<file path="config.mk">
export PLATFORM = sky130hd
export DESIGN_NAME = pixel_dispatcher
export DESIGN_NICKNAME = d
export VERILOG_FILES = /design/src/rtl/mandel_pkg.sv /design/src/rtl/pixel_walker.sv /design/src/rtl/pixel_dispatcher.sv
export SDC_FILE = /design/constraint.sdc
export NUM_CORES = 1
export LEC_CHECK = 0
export CORE_MARGIN = 1
export CORE_UTILIZATION = 50
export DETAILED_ROUTE_END_ITERATION = 16
export MAX_ROUTING_LAYER = met4
export PLACE_DENSITY = 0.78
export SYNTH_ARGS = -nofsm -noshare
export SYNTH_HDL_FRONTEND = slang
export SYNTH_HIERARCHICAL = 1
export SYNTH_SLANG_ARGS = --single-unit
export TNS_END_PERCENT = 10
</file>
<file path="constraint.sdc">
create_clock -name clk -period 6.2 [get_ports clk]
set_clock_uncertainty 0.15 [all_clocks]
set_input_delay 1.86 -clock clk [delete_from_list [all_inputs] [get_ports clk]]
set_output_delay 1.86 -clock clk [all_outputs]
set_load 0.01 [all_outputs]
</file>
<file path="src/rtl/mandel_pkg.sv">
// Shared fixed-point constants, default raster geometry and dispatcher states
// for the Mandelbrot renderer.
package mandel_pkg;

    localparam int FIX_W          = 27;
    localparam int FRAC_W         = 23;
    localparam int COUNT_W        = 11;
    localparam int MAX_ITERATIONS = 100;

    typedef logic signed [FIX_W-1:0] fix_t;

    // 4.23 literals: 1.0 == 2^23
    localparam fix_t TWO    = 27'sh1000000;
    localparam fix_t FOUR   = 27'sh2000000;
    localparam fix_t NEGTWO = 27'sh7000000;

    localparam fix_t DEF_X_START = NEGTWO;
    localparam fix_t DEF_Y_START = 27'sh0800000;
    localparam fix_t DEF_DX      = 27'sd39322;
    localparam fix_t DEF_DY      = 27'sd34953;

    typedef enum logic [2:0] {
        S_IDLE,
        S_LAUNCH,
        S_WAIT,
        S_WRITE,
        S_ADVANCE
    } state_t;

endpackage

</file>
<file path="src/rtl/pixel_walker.sv">
// Raster position tracker: x/y counters, accumulated c = (cr, ci) and the
// linear pixel address, all advanced without multipliers.
module pixel_walker
    import mandel_pkg::*;
#(
    parameter int   H_PIXELS = 640,
    parameter int   V_PIXELS = 480,
    parameter int   ADDR_W   = 19,
    parameter fix_t X_START  = DEF_X_START,
    parameter fix_t Y_START  = DEF_Y_START,
    parameter fix_t DX       = DEF_DX,
    parameter fix_t DY       = DEF_DY
) (
    input  logic                    clk,
    input  logic                    reset,
    input  logic                    clear,
    input  logic                    step,
    output logic signed [FIX_W-1:0] cr,
    output logic signed [FIX_W-1:0] ci,
    output logic [ADDR_W-1:0]       addr,
    output logic                    last_col,
    output logic                    last_pixel
);

    localparam int XW = (H_PIXELS > 1) ? $clog2(H_PIXELS) : 1;
    localparam int YW = (V_PIXELS > 1) ? $clog2(V_PIXELS) : 1;

    logic [XW-1:0] x;
    logic [YW-1:0] y;

    assign last_col   = (x == XW'(H_PIXELS - 1));
    assign last_pixel = last_col && (y == YW'(V_PIXELS - 1));

    always_ff @(posedge clk) begin
        if (reset || clear) begin
            x    <= '0;
            y    <= '0;
            addr <= '0;
            cr   <= X_START;
            ci   <= Y_START;
        end else if (step) begin
            addr <= addr + ADDR_W'(1);
            // Row wrap rewinds cr and moves ci down one row; accumulators wrap freely
            if (last_col) begin
                x  <= '0;
                cr <= X_START;
                y  <= y + YW'(1);
                ci <= ci - DY;
            end else begin
                x  <= x + XW'(1);
                cr <= cr + DX;
            end
        end
    end

endmodule

</file>
<file path="src/rtl/pixel_dispatcher.sv">
// Frame sequencer: launches one iterator per pixel, waits for its escape count
// and hands the result to the pixel memory over a ready/valid write port.
module pixel_dispatcher
    import mandel_pkg::*;
#(
    parameter int   H_PIXELS = 640,
    parameter int   V_PIXELS = 480,
    parameter int   ADDR_W   = 19,
    parameter fix_t X_START  = DEF_X_START,
    parameter fix_t Y_START  = DEF_Y_START,
    parameter fix_t DX       = DEF_DX,
    parameter fix_t DY       = DEF_DY
) (
    input  logic                    clk,
    input  logic                    reset,
    input  logic                    start,
    output logic                    busy,
    output logic                    frame_done,
    output logic                    iter_reset,
    output logic signed [FIX_W-1:0] cr,
    output logic signed [FIX_W-1:0] ci,
    input  logic [COUNT_W-1:0]      iter_counter,
    input  logic                    iter_done,
    output logic                    wr_en,
    input  logic                    wr_ready,
    output logic [ADDR_W-1:0]       wr_addr,
    output logic [COUNT_W-1:0]      wr_count
);

    state_t state;
    logic   clear;
    logic   step;
    logic   last_col;
    logic   last_pixel;
    logic   frame_end;

    assign frame_end = last_col && last_pixel;
    assign clear     = (state == S_IDLE) && start;
    assign step      = (state == S_ADVANCE) && !frame_end;

    pixel_walker #(
        .H_PIXELS (H_PIXELS),
        .V_PIXELS (V_PIXELS),
        .ADDR_W   (ADDR_W),
        .X_START  (X_START),
        .Y_START  (Y_START),
        .DX       (DX),
        .DY       (DY)
    ) u_walker (
        .clk        (clk),
        .reset      (reset),
        .clear      (clear),
        .step       (step),
        .cr         (cr),
        .ci         (ci),
        .addr       (wr_addr),
        .last_col   (last_col),
        .last_pixel (last_pixel)
    );

    always_ff @(posedge clk) begin
        if (reset) begin
            state      <= S_IDLE;
            busy       <= 1'b0;
            frame_done <= 1'b0;
            iter_reset <= 1'b1;
            wr_en      <= 1'b0;
            wr_count   <= '0;
        end else begin
            frame_done <= 1'b0;
            unique case (state)
                S_IDLE: begin
                    iter_reset <= 1'b1;
                    if (start) begin
                        busy  <= 1'b1;
                        state <= S_LAUNCH;
                    end
                end
                // iter_reset is high for this one cycle, clearing any stale done
                S_LAUNCH: begin
                    iter_reset <= 1'b0;
                    state      <= S_WAIT;
                end
                S_WAIT: begin
                    if (iter_done) begin
                        wr_count <= iter_counter;
                        wr_en    <= 1'b1;
                        state    <= S_WRITE;
                    end
                end
                S_WRITE: begin
                    if (wr_ready) begin
                        wr_en <= 1'b0;
                        state <= S_ADVANCE;
                    end
                end
                S_ADVANCE: begin
                    iter_reset <= 1'b1;
                    if (frame_end) begin
                        frame_done <= 1'b1;
                        busy       <= 1'b0;
                        state      <= S_IDLE;
                    end else begin
                        state <= S_LAUNCH;
                    end
                end
                default: state <= S_IDLE;
            endcase
        end
    end

endmodule

</file>
==> results summary, run 1 <==
The total half-perimeter wirelength after legalization and detailed placement came out at 7800 um. On the critical path, the stage with the largest delay is an instance of clkdlybuf4s50_1. The number of cell rows came out at 36.

The hold buffer count at cts is 0. The routed via count came out at 4,496. The critical path goes through clkdlybuf4s50_1, nor2_1, nand2_1, buf_4, or4_1, nand2_1.

Measured along the y axis, the die boundary spans 102 um. The biggest area contributor in the post-synthesis netlist is dfxtp_1. The net count of the mapped netlist is 597. The share of the clock period used by the worst path came out at 0.689.

The top cell type's share of synthesized area came out at 0.435. The I/O pin count came out at roughly 100. Summed over all cells, the static leakage comes to 2.15 nW.

The largest voltage drop on the vdd net came out at 136 uV. STA puts the critical path data required time at 6.35 ns. The number of hold violations in the final report came out at 0. The maximum clock path buffer count is 2. The clock input transition at the sequential cells of the worst setup and hold paths came out at roughly 0.09 ns. The final period demand of the worst path came out at 4.27 ns. The routed wire length came out at 11,000 um.

The final design instance area without fill is 6310 um2. Synthesis handed over a netlist of roughly 580 instances. The area of the die is 10,400 um2. The total met2 wirelength after detailed routing came out at 5610 um. The initial antenna violation count came to 0. The net switching component of the power is 0.000278 W. Setup violations remaining at the end of the flow were counted as 0. The first detailed-routing pass took 5 iterations.

The wire length on met1 is 4860 um. The startpoint class of the critical path is an input pin. The relative contribution of combinational cells to total power came out at 0.065. In the synthesized netlist, the cells that appear most often are 109 x dfxtp_1, 75 x nor2_1, 57 x nand2_1. At the pin with the least slew margin, the transition time is 0.938 ns. Counting the buffers created by CTS gives 9. The antenna violation net count after detailed routing came out at 0. The number of filler instances in the final layout came out at between 800 and 900. The buffers inserted during post-CTS setup optimization came out at 0. The top achievable clock speed came out at ~230 MHz.

Tracing the worst setup path back leads to its startpoint at reset. The share of post-route cells with drive strength above 1 is 0.0761. The global routing usage summed across all routing layers came out at 0.223.

In this run the standard cell core region covers just under 10,000 um2. Of the total power, the share spent switching nets is 0.216. The most common cell in the synthesized netlist is dfxtp_1.

The share of synthesized registers carrying an async set or reset is 0. The post-placement cell area is 6080 um2. Counting stages on the worst path, the most repeated cell is nand2_1.

The overall overflow remaining after global route is 0. TritonCTS built the clock tree. The most critical setup path has its endpoint at u_walker/cr[23]$_SDFFE_PP0P_. Cell internal power was estimated by the tool at 0.00101 W. The number of antenna cells inserted came out at 0.

The most used flip-flop cell after synthesis is dfxtp_1. After detailed routing, the number of vias per cell comes to roughly 5.6. The detailed router used layers up to and including met4. The tool flagged a number of max-cap violations equal to 0.

The number of synthesis warnings came out at 6. The category of the critical setup timing path is in2reg. By area the synthesized netlist is led by dfxtp_1 44%, xor2_1 5.9%, nor2_1 5.6%. The initial core utilization came out at 0.515. The count of cells along the worst register-to-register path came out at 11. The number of distinct standard cells referenced by the synthesized netlist is 67.

Data on the critical path arrives at its endpoint at 4.42 ns. The depth of the CTS H-tree is 3. The utilization after layout came out at 0.648. The mean instance size in the synthesized netlist came out at 8.70 um2. The path class of the tightest hold or removal check is reg2reg. The synthesized netlist occupies a cell area of 5010 um2. The width of the chip is 102 um. The DRC violation count after routing came out at 0. The number of flops mapped to enable cells by yosys came out at 0. The number of max-slew violations in the final report was 0. The relative slew slack is 0.373. The sequential power share came out at 0.556. The clock sink count is about 110. The maximum fanout encountered on the critical timing path is 27. The final hold slack came out at around 0.32 ns. The number of storage elements in the synthesis netlist came out at 109.

Entering global routing, the biggest net connects 37 pins. For this run, the post-layout net count is 687. For the worst-skew pair, the clock arrives at the later sink with an insertion delay of about 0.36 ns.

The startpoint of the most critical register-to-register path is u_walker/x[0]$_SDFFE_PP0P_. The number of global-route vias before repair is 4,245. The worst hold path startpoint is wr_count[3]$_SDFFE_PP0P_.

STA classifies the critical path endpoint as a flip-flop. In this design, the stage delay of the slowest critical-path cell is 0.88 ns. The detailed router finished its first iteration with 145 violations. The clock root buffer master is clkbuf_8. Setup repair after global routing left no endpoint under its margin. From synthesis to final layout, the design area changed by 25.9%. Routability-driven placement finished with a final weighted congestion of 0.844. The wire length of the first global-routing pass is 18,300 um. The setup slack on the worst flop-to-flop path is about 2.7 ns.

The worst register-to-register path ends at u_walker/ci[18]$_SDFFE_PP0P_. Adding up every negative setup slack in the final design gives 0 ns. The share of total power dissipated in the clock network is 0.379. During placement, the flow inserted port buffers numbering 102. The average routed wire per standard cell is 13.7 um.

The sequential-to-total area share from yosys stat came out at 0.435. The routed wire length on met3 came out at about 360 um. The post-CTS resize count came out at 0. The power per unit of standard cell area came out at 204 nW/um2.

The run finished with clean final reports.
cells in the final DEF (no fill, tap or decap), types with 4 or more instances in the layout:
cell and instances:
a41o_1 5, ha_1 5, nand4_1 17, o41ai_1 4
inv_1 8, nand2_2 10, or3_1 19, clkdlybuf4s50_1 102
and4_1 4, dfxtp_1 109, and3_1 11, nand2b_1 4
nand2_1 57, or2_2 5, nor3_1 11, nor2_1 75
a31oi_1 7, a21oi_2 11, o21ai_0 17, a21oi_1 36
clkbuf_8 9, nor4_1 5, nand3_1 16, o31ai_1 7
xor2_1 34, xnor2_1 20, or4_1 7
flip-flops by register name, indices dropped and copies added (netlist names):
| name | count |
|---|---|
| u_walker/y | 9 |
| frame_done | 1 |
| wr_en | 1 |
| u_walker/cr | 26 |
| u_walker/ci | 27 |
| iter_reset | 1 |
| wr_count | 11 |
| busy | 1 |
| u_walker/x | 10 |
| u_walker/addr | 19 |
| state | 3 |
critical path, delay by kind of cell:
kind                   cells  cell delay, ns
AND/OR/NAND/NOR            4            1.41
buffers and inverters      2            1.13
logic make-up (layout without fill, tap and decap cells):
| logic type | after synthesis | count (layout) | synth area share |
|---|---|---|---|
| and+or+nand+nor | 257 | 257 | 0.260 |
| AOI/OAI and AO/OA | 115 | 115 | 0.159 |
| DFF | 109 | 109 | 0.435 |
| xor gates and xnor gates | 54 | 54 | 0.0944 |
| buffers and inverters | 34 | 128 | 0.0352 |
| adders and majority gates | 5 | 5 | 0.0125 |
| other | 1 | 1 | 0.000748 |
| muxes | 1 | 1 | 0.00200 |
how the worst min path moves through the flow:
stage	end	slack (ns)	cells past startpoint
2_1_floorplan	u_walker/x[1]$_SDFFE_PP0P_	0.30	2
3_3_place_gp	iter_reset$_SDFFE_PP1P_	0.30	2
3_5_place_dp	wr_count[5]$_SDFFE_PP0P_	0.31	2
4_1_cts	wr_count[3]$_SDFFE_PP0P_	0.33	2
5_1_grt	wr_count[5]$_SDFFE_PP0P_	0.34	2
6_report	wr_count[3]$_SDFFE_PP0P_	0.32	2
cell type report:
type | count | area, um2 | area share
tap | 133 | 166 | 0.0264
multi-input combinational | 433 | 2660 | 0.421
inverter | 8 | 30.0 | 0.00476
clock inverter | 4 | 97.6 | 0.0155
sequential | 109 | 2180 | 0.346
timing repair buffer | 105 | 1040 | 0.165
clock buffer | 11 | 131 | 0.0208
power by group through the flow:
stage / Sequential [W] / Combinational (W) / Clock, W
finish: 0.000716 / 0.0000830 / 0.000488
global route: 0.000717 / 0.0000907 / 0.000528
CTS: 0.000716 / 0.0000835 / 0.000503
detailed placement: 0.000732 / 0.0000831 / 0
global placement: 0.000732 / 0.0000808 / 0
floorplan: 0.000733 / 0.0000511 / 0
through the flow:
stage	worst slack, ns	instances	power [W]
2_1_floorplan	2.72	576	0.000784
3_3_place_gp	1.63	788	0.000813
3_5_place_dp	1.56	788	0.000815
4_1_cts	1.92	803	0.00130
5_1_grt	1.77	803	0.00134
6_report	1.93	803	0.00129
routing by layer:
layer  GRT usage  vias to the layer above
met1       0.255                     2150
li1            -                     2231
met4      0.0802                        0
met3      0.0356                       11
met5           -                        -
met2       0.392                      104
No activity file was read; power rests on OpenSTA's default activity.
==> inputs of run 2 (changes only) <==
--- a/config.mk
+++ b/config.mk
@@ -6,10 +6,10 @@
 export NUM_CORES = 1
 export LEC_CHECK = 0
 export CORE_MARGIN = 1
-export CORE_UTILIZATION = 50
+export CORE_UTILIZATION = 46
 export DETAILED_ROUTE_END_ITERATION = 16
 export MAX_ROUTING_LAYER = met4
-export PLACE_DENSITY = 0.78
+export PLACE_DENSITY = 0.76
 export SYNTH_ARGS = -nofsm -noshare
 export SYNTH_HDL_FRONTEND = slang
 export SYNTH_HIERARCHICAL = 1
==> constraint.sdc (replaced) <==
create_clock -name clk -period 3.5 [get_ports clk]
set_clock_uncertainty 0.15 [all_clocks]
set_input_delay 1.05 -clock clk [delete_from_list [all_inputs] [get_ports clk]]
set_output_delay 1.05 -clock clk [all_outputs]
set_load 0.01 [all_outputs]
==> results summary, run 2 (synthesized netlist as in run 1, its figures left out) <==
The first global-routing pass estimated 18,700 um of wire. The data arrival time at the worst-slack endpoint is 3.17 ns. After filler insertion, the fill cell instance count of the layout stands at 949. The area taken by flip-flops and latches is 2180 um2. Leaving out fill and tap cells, the most frequent cell in the layout is dfxtp_1. The number of DRC violations after detailed-routing iteration 0 is 194. The slowest stage of the critical path is the nor3_1 cell. The critical path is of the reg2reg type. The buffers inserted during post-CTS setup optimization is 0. The total of endpoints with negative setup slack in the final report came out at 0. In this run the worst path has a maximum fanout of 7. The overall overflow remaining after global route came out at 0.

The pin count of the biggest net entering global routing came out at 30. For this run, the detailed router's first-pass iteration total came to 4. Relative to the synthesized area, the layout overhead comes to 26.5%. The depth of the CTS H-tree is 3. The number of global-route vias before repair is around 4,200.

The worst pin sits at a relative slew slack of 0.522. The transition time at the pin with the least slew margin came out at about 0.71 ns. The per-cell via count in the routed design came out at 5.57. By instance count, the cell type seen most on the critical path is and4_1. The total half-perimeter wirelength after legalization and detailed placement is 8110 um. The number of max-slew violations in the final report is 0.

For the worst setup path, the data required time is 3.62 ns. In the final layout, the share of cells above drive strength 1 is 0.0900. Setup repair after global routing left no endpoint under its margin. The routed via count is between 4,000 and 5,000. The flow ran to the end, and the final reports show no timing, DRC or antenna violations. The width of the chip came out at 106 um.

The element type at the critical path end is a flip-flop. The area occupied by multi-input gates came out at 2660 um2. In the final layout, the registers with the most flip-flops are u_walker/ci x27, u_walker/cr x26, u_walker/addr x19. The total power after layout came out at around 0.0022 W.

The TritonCTS clock tree is yes. The total leakage power is 2.17 nW. The post-layout net count is 694. The clock root buffer master is clkbuf_8. The clock passes through at most 2 buffers. The top cell types in the final layout, fill and taps aside, are 109 x dfxtp_1, 102 x clkdlybuf4s50_1, 75 x nor2_1. After floorplanning, the core was sized to cover 10,500 um2. The startpoint class of the critical path is a flip-flop.

The worst hold path belongs to the class reg2reg. The number of maximum-capacitance constraint violations is 0. More flip-flops sit in one register than any other, and that register is u_walker/ci. The utilization after layout is 0.606. Traced cell by cell, the critical path runs through ha_1, and4_1, nand3_1, inv_1, a21oi_2, buf_4, and4_1, nand4_1, nor3_1, a31oi_1, a41o_1. The post-CTS resize count came out at 0.

The average routed wire per standard cell came out at 13.7 um. The initial antenna violation count is 0. The number of input and output port buffers inserted came out at 102.

The delay of the slowest cell on the worst path came out at between 0.5 and 0.6 ns. The clock input transition at the sequential cells of the worst setup and hold paths is 0.11 ns. Row generation in the floorplan step produced 37 rows. The pre-CTS worst setup slack came out at 0.463 ns. The power per unit of standard cell area is about 350 nW/um2.

The area of the die came out at 11,300 um2. The final weighted congestion of routability-driven global placement is 0.844. The largest voltage drop on the vdd net is about 230 uV.

The clock latency reported for the late side of the worst-skew pair is 0.37 ns. For this design the top-level I/O count stands at 104. The setup slack after layout is 0.451 ns. The top achievable clock speed is 328 MHz. The total negative slack came out at 0 ns. The initial core utilization is 0.479. The height of the chip came out at 106 um. After clock tree synthesis, the flow added hold-fix buffers numbering 0.

The clock sink count is approximately 110. The number of flip-flops in the largest register is 27. The routed wire length came out at 11,200 um. The final period demand of the worst path came out at 3.05 ns.

The global routing usage summed across all routing layers is 0.205. The number of hold violations in the final report is 0. The final hold slack came out at 0.319 ns.

The number of antenna cells inserted came out at 0. Dividing the final minimum period by the clock period gives 0.871. The clock buffer count from CTS is 9.

The DRC violation count after routing is 0. The antenna violation net count after detailed routing came out at 0.
## run 2: final timing paths
path                              start                              to  slack (ns)  cells after the start
max          u_walker/x[0]$_SDFFE_PP0P_  u_walker/addr[16]$_SDFFE_PP0P_        0.45                     11
min reg2reg    wr_count[3]$_SDFFE_PP0P_        wr_count[3]$_SDFFE_PP0P_        0.32                      2
max reg2reg  u_walker/x[0]$_SDFFE_PP0P_  u_walker/addr[16]$_SDFFE_PP0P_        0.45                     11
min            wr_count[3]$_SDFFE_PP0P_        wr_count[3]$_SDFFE_PP0P_        0.32                      2
## run 2: layout make-up
type | count | share of cell area
multi-input cells | 433 | 0.419
flip-flops and latches | 109 | 0.344
repair buffers | 112 | 0.173
well taps | 136 | 0.0269
clock buffers | 9 | 0.0195
clock inverters | 7 | 0.0124
inverters | 8 | 0.00474
## run 2: critical path, delay by kind of cell, from the launching register on
kind / cells / cell delay, ns
buffers and inverters: 2 / 0.29
adder cells (fa/ha/maj): 1 / 0.22
AO/OA/AOI/OAI: 3 / 0.59
AND/OR/NAND/NOR: 5 / 1.37
flip-flops: 1 / 0.35
## run 2: layer usage
metal | vias to the layer above | share of wire | GRT usage
met5 | - | 0 | -
met4 | 0 | 0.014 | 0.0694
met3 | 17 | 0.031 | 0.0325
met2 | 96 | 0.49 | 0.354
met1 | 2176 | 0.46 | 0.242
li1 | 2249 | - | -
## run 2: power breakdown
part	total (W)	internal, W	leakage [nW]	switching [W]
Clock	0.000787	0.000340	0.0982	0.000447
Sequential	0.00127	0.00125	0.879	0.0000138
Combinational	0.000158	0.0000672	1.20	0.0000903
Total	0.00221	0.00166	2.17	0.000551
## run 2: stage by stage
step | area (um2) | cells
6_report | 6340 | 814
5_1_grt | 6340 | 814
4_1_cts | 6340 | 814
3_5_place_dp | 6130 | 798
3_3_place_gp | 6130 | 798
2_1_floorplan | 5010 | 576
==> inputs of run 3 (changes only) <==
--- a/config.mk
+++ b/config.mk
@@ -6,10 +6,12 @@
 export NUM_CORES = 1
 export LEC_CHECK = 0
 export CORE_MARGIN = 1
-export CORE_UTILIZATION = 46
+export CORE_UTILIZATION = 48
+export CTS_BUF_LIST = sky130_fd_sc_hd__clkbuf_8
 export DETAILED_ROUTE_END_ITERATION = 16
 export MAX_ROUTING_LAYER = met4
-export PLACE_DENSITY = 0.76
+export PLACE_DENSITY = 0.79
+export SKIP_LAST_GASP = 1
 export SYNTH_ARGS = -nofsm -noshare
 export SYNTH_HDL_FRONTEND = slang
 export SYNTH_HIERARCHICAL = 1
==> results summary, run 3 (synthesized netlist as in run 1, its figures left out) <==
The flow ran to the end, and the final reports show no timing, DRC or antenna violations. The top achievable clock speed is approximately 330 MHz. Of the available clock period, the critical path in the final layout requires 0.872. The routed wire length is 11,400 um. The detail route stage leaves a number of antenna-violating nets equal to 0.

In the final timing run, aggregate negative setup slack is 0 ns. The initial antenna violation count came out at 0. The routed via count is ~4,500.

approximately 100 I/O pins were placed. The number of placed instances, taps included, is between 700 and 800. The final period demand of the worst path came out at between 3 and 4 ns. The clock sink count came out at 109.

The layout overhead on the synthesized area is 26.6%. STA classifies the critical path endpoint as a flip-flop. Setup violations remaining at the end of the flow were counted as 0. The final weighted congestion of routability-driven global placement came out at about 0.79. Leaving out fill and tap cells, the most frequent cell in the layout is dfxtp_1. In this run the cell area measured after placement is 6140 um2. Across all setup checks in the final design, the least slack found is 0.449 ns. The core box area came out at 9950 um2. The overall overflow remaining after global route came out at 0. The global routing usage summed across all routing layers is 0.218. In the final layout, the registers with the most flip-flops are u_walker/ci x27, u_walker/cr x26, u_walker/addr x19. In this run the number of H-tree levels came out at 3. The pre-CTS worst setup slack is 0.174 ns. The clock root buffer master is clkbuf_8. The number of antenna cells inserted came out at 0. Max-cap violations in this run came to 0. Among the stages of the critical path, the cell type that occurs most often is and4_1.

The transition time at the pin with the least slew margin is 0.707 ns. In the layout the commonest cells are 109 x dfxtp_1, 102 x clkdlybuf4s50_1, 75 x nor2_1. Setup repair after global routing left no endpoint under its margin.

The initial core utilization came out at 0.503. The number of global-route vias before repair came out at 4,259. The clock latency reported for the late side of the worst-skew pair came out at 0.36 ns. The filler-free cell count of the finished design is between 800 and 900. The total half-perimeter wirelength after legalization and detailed placement is about 8000 um.

The largest voltage drop on the vdd net is 240 uV. The class of the tightest hold or removal check is reg2reg. The number of input and output port buffers inserted came out at ~100. The category of the critical setup timing path is reg2reg. The total leakage power is 2.18 nW. The internal power consumption is between 0.0015 and 0.002 W. The final hold slack is 0.326 ns. The maximum clock path buffer count came out at 2.

Walking the worst path, the cells encountered are ha_1, and4_1, nand3_1, inv_1, a21oi_2, buf_4, and4_1, nand4_1, nor3_1, a31oi_1, a41o_1. After detailed routing, the average wire length per cell comes to 14.0 um. The final design instance area without fill came out at 6340 um2.

The number of flip-flops in the largest register came out at 27. The buffers inserted during post-CTS setup optimization came out at 0. The worst register-to-register path begins at u_walker/x[0]$_SDFFE_PP0P_. TritonCTS built the clock tree. The clock buffer count from CTS came out at 9. The height of the chip is 104 um. The relative contribution of combinational cells to total power is 0.071. The top register by number of flip-flops is u_walker/ci. The maximum fanout encountered on the critical timing path came out at 8.

The highest-delay cell along the critical path is nor3_1. The worst setup path is launched from a flip-flop. The delay of the slowest cell on the worst path is 0.57 ns. The width of the chip came out at 104 um. The number of hold violations in the final report is 0. The hold buffer count at cts came out at 0. After detailed routing, the number of remaining DRC violations is 0. Fill cells in the final layout number 819. Of the cells placed in the final design, the portion with a size suffix greater than 1 is 0.0913.

After the first detailed-routing iteration, the DRC count stood at 219. In this run the worst setup path begins at u_walker/x[0]$_SDFFE_PP0P_. The number of max-slew violations in the final report came to 0.

The analysis attributes to net switching a power of 0.000534 W. The clock input transition at the sequential cells of the worst setup and hold paths is 0.10 ns. The worst hold path begins at wr_count[8]$_SDFFE_PP0P_.

The first global-routing pass estimated 19,300 um of wire. Gates resized during post-CTS repair numbered 0. The switching share of total power is 0.241. The number of cell rows is 36.

The per-cell via count in the routed design is 5.59. The critical path required time is ~3.6 ns. The post-layout net count is 695. The power per unit of standard cell area is 349 nW/um2. The sequential power share came out at 0.573. In this run the tightest slew margin relative to its limit is 0.525. The area of the die came out at 10,900 um2.

Of the total power, the clock network draws 0.356. The pin count of the biggest net entering global routing is 20. The number of optimization iterations in the first detailed-route pass came out at 5.

The data arrival time at the worst-slack endpoint came out at 3.17 ns.
run 3: power groups by stage:
stage | combinational [W] | clock (W) | sequential (W)
final | 0.000158 | 0.000787 | 0.00127
after global routing | 0.000170 | 0.000856 | 0.00127
after CTS | 0.000158 | 0.000810 | 0.00127
after detailed placement | 0.000157 | 0 | 0.00130
after global placement | 0.000154 | 0 | 0.00130
after floorplan | 0.0000905 | 0 | 0.00130
run 3: routing by layer:
layer	part of all wire	global-route usage	up-vias	wire length (um)
met5	0	-	-	0
met4	0.014	0.0827	0	158
met3	0.034	0.0282	10	385
met2	0.49	0.368	116	5560
met1	0.46	0.265	2161	5270
li1	-	-	2256	-
run 3: worst max-delay path, delay by kind of cell, from the launching register on:
kind,cells,cell delay [ns]
and+or+nand+nor,5,1.35
DFF,1,0.35
adders and majority gates,1,0.23
buffers and inverters,2,0.30
AOI/OAI and AO/OA,3,0.57
run 3: worst paths after layout:
kind	slack [ns]	to	depth (start not counted)
worst max-delay path	0.45	u_walker/addr[18]$_SDFFE_PP0P_	11
worst min-delay path	0.33	wr_count[8]$_SDFFE_PP0P_	2
worst min register to register	0.33	wr_count[8]$_SDFFE_PP0P_	2
worst max register to register	0.45	u_walker/addr[18]$_SDFFE_PP0P_	11
run 3: area by class of cell:
class                      count  area, um2  share of cell area
multi-input combinational    433       2660               0.419
sequential                   109       2180               0.344
timing repair buffer         113       1100               0.174
tap                          133        166              0.0262
clock buffer                  10        138              0.0217
clock inverter                 6       68.8              0.0108
inverter                       8       30.0             0.00473
run 3: through the flow:
step           utilization  total power (W)
4_1_cts              0.637          0.00224
5_1_grt              0.637          0.00230
3_3_place_gp         0.617          0.00145
2_1_floorplan            -          0.00139
3_5_place_dp         0.617          0.00145
6_report             0.637          0.00221
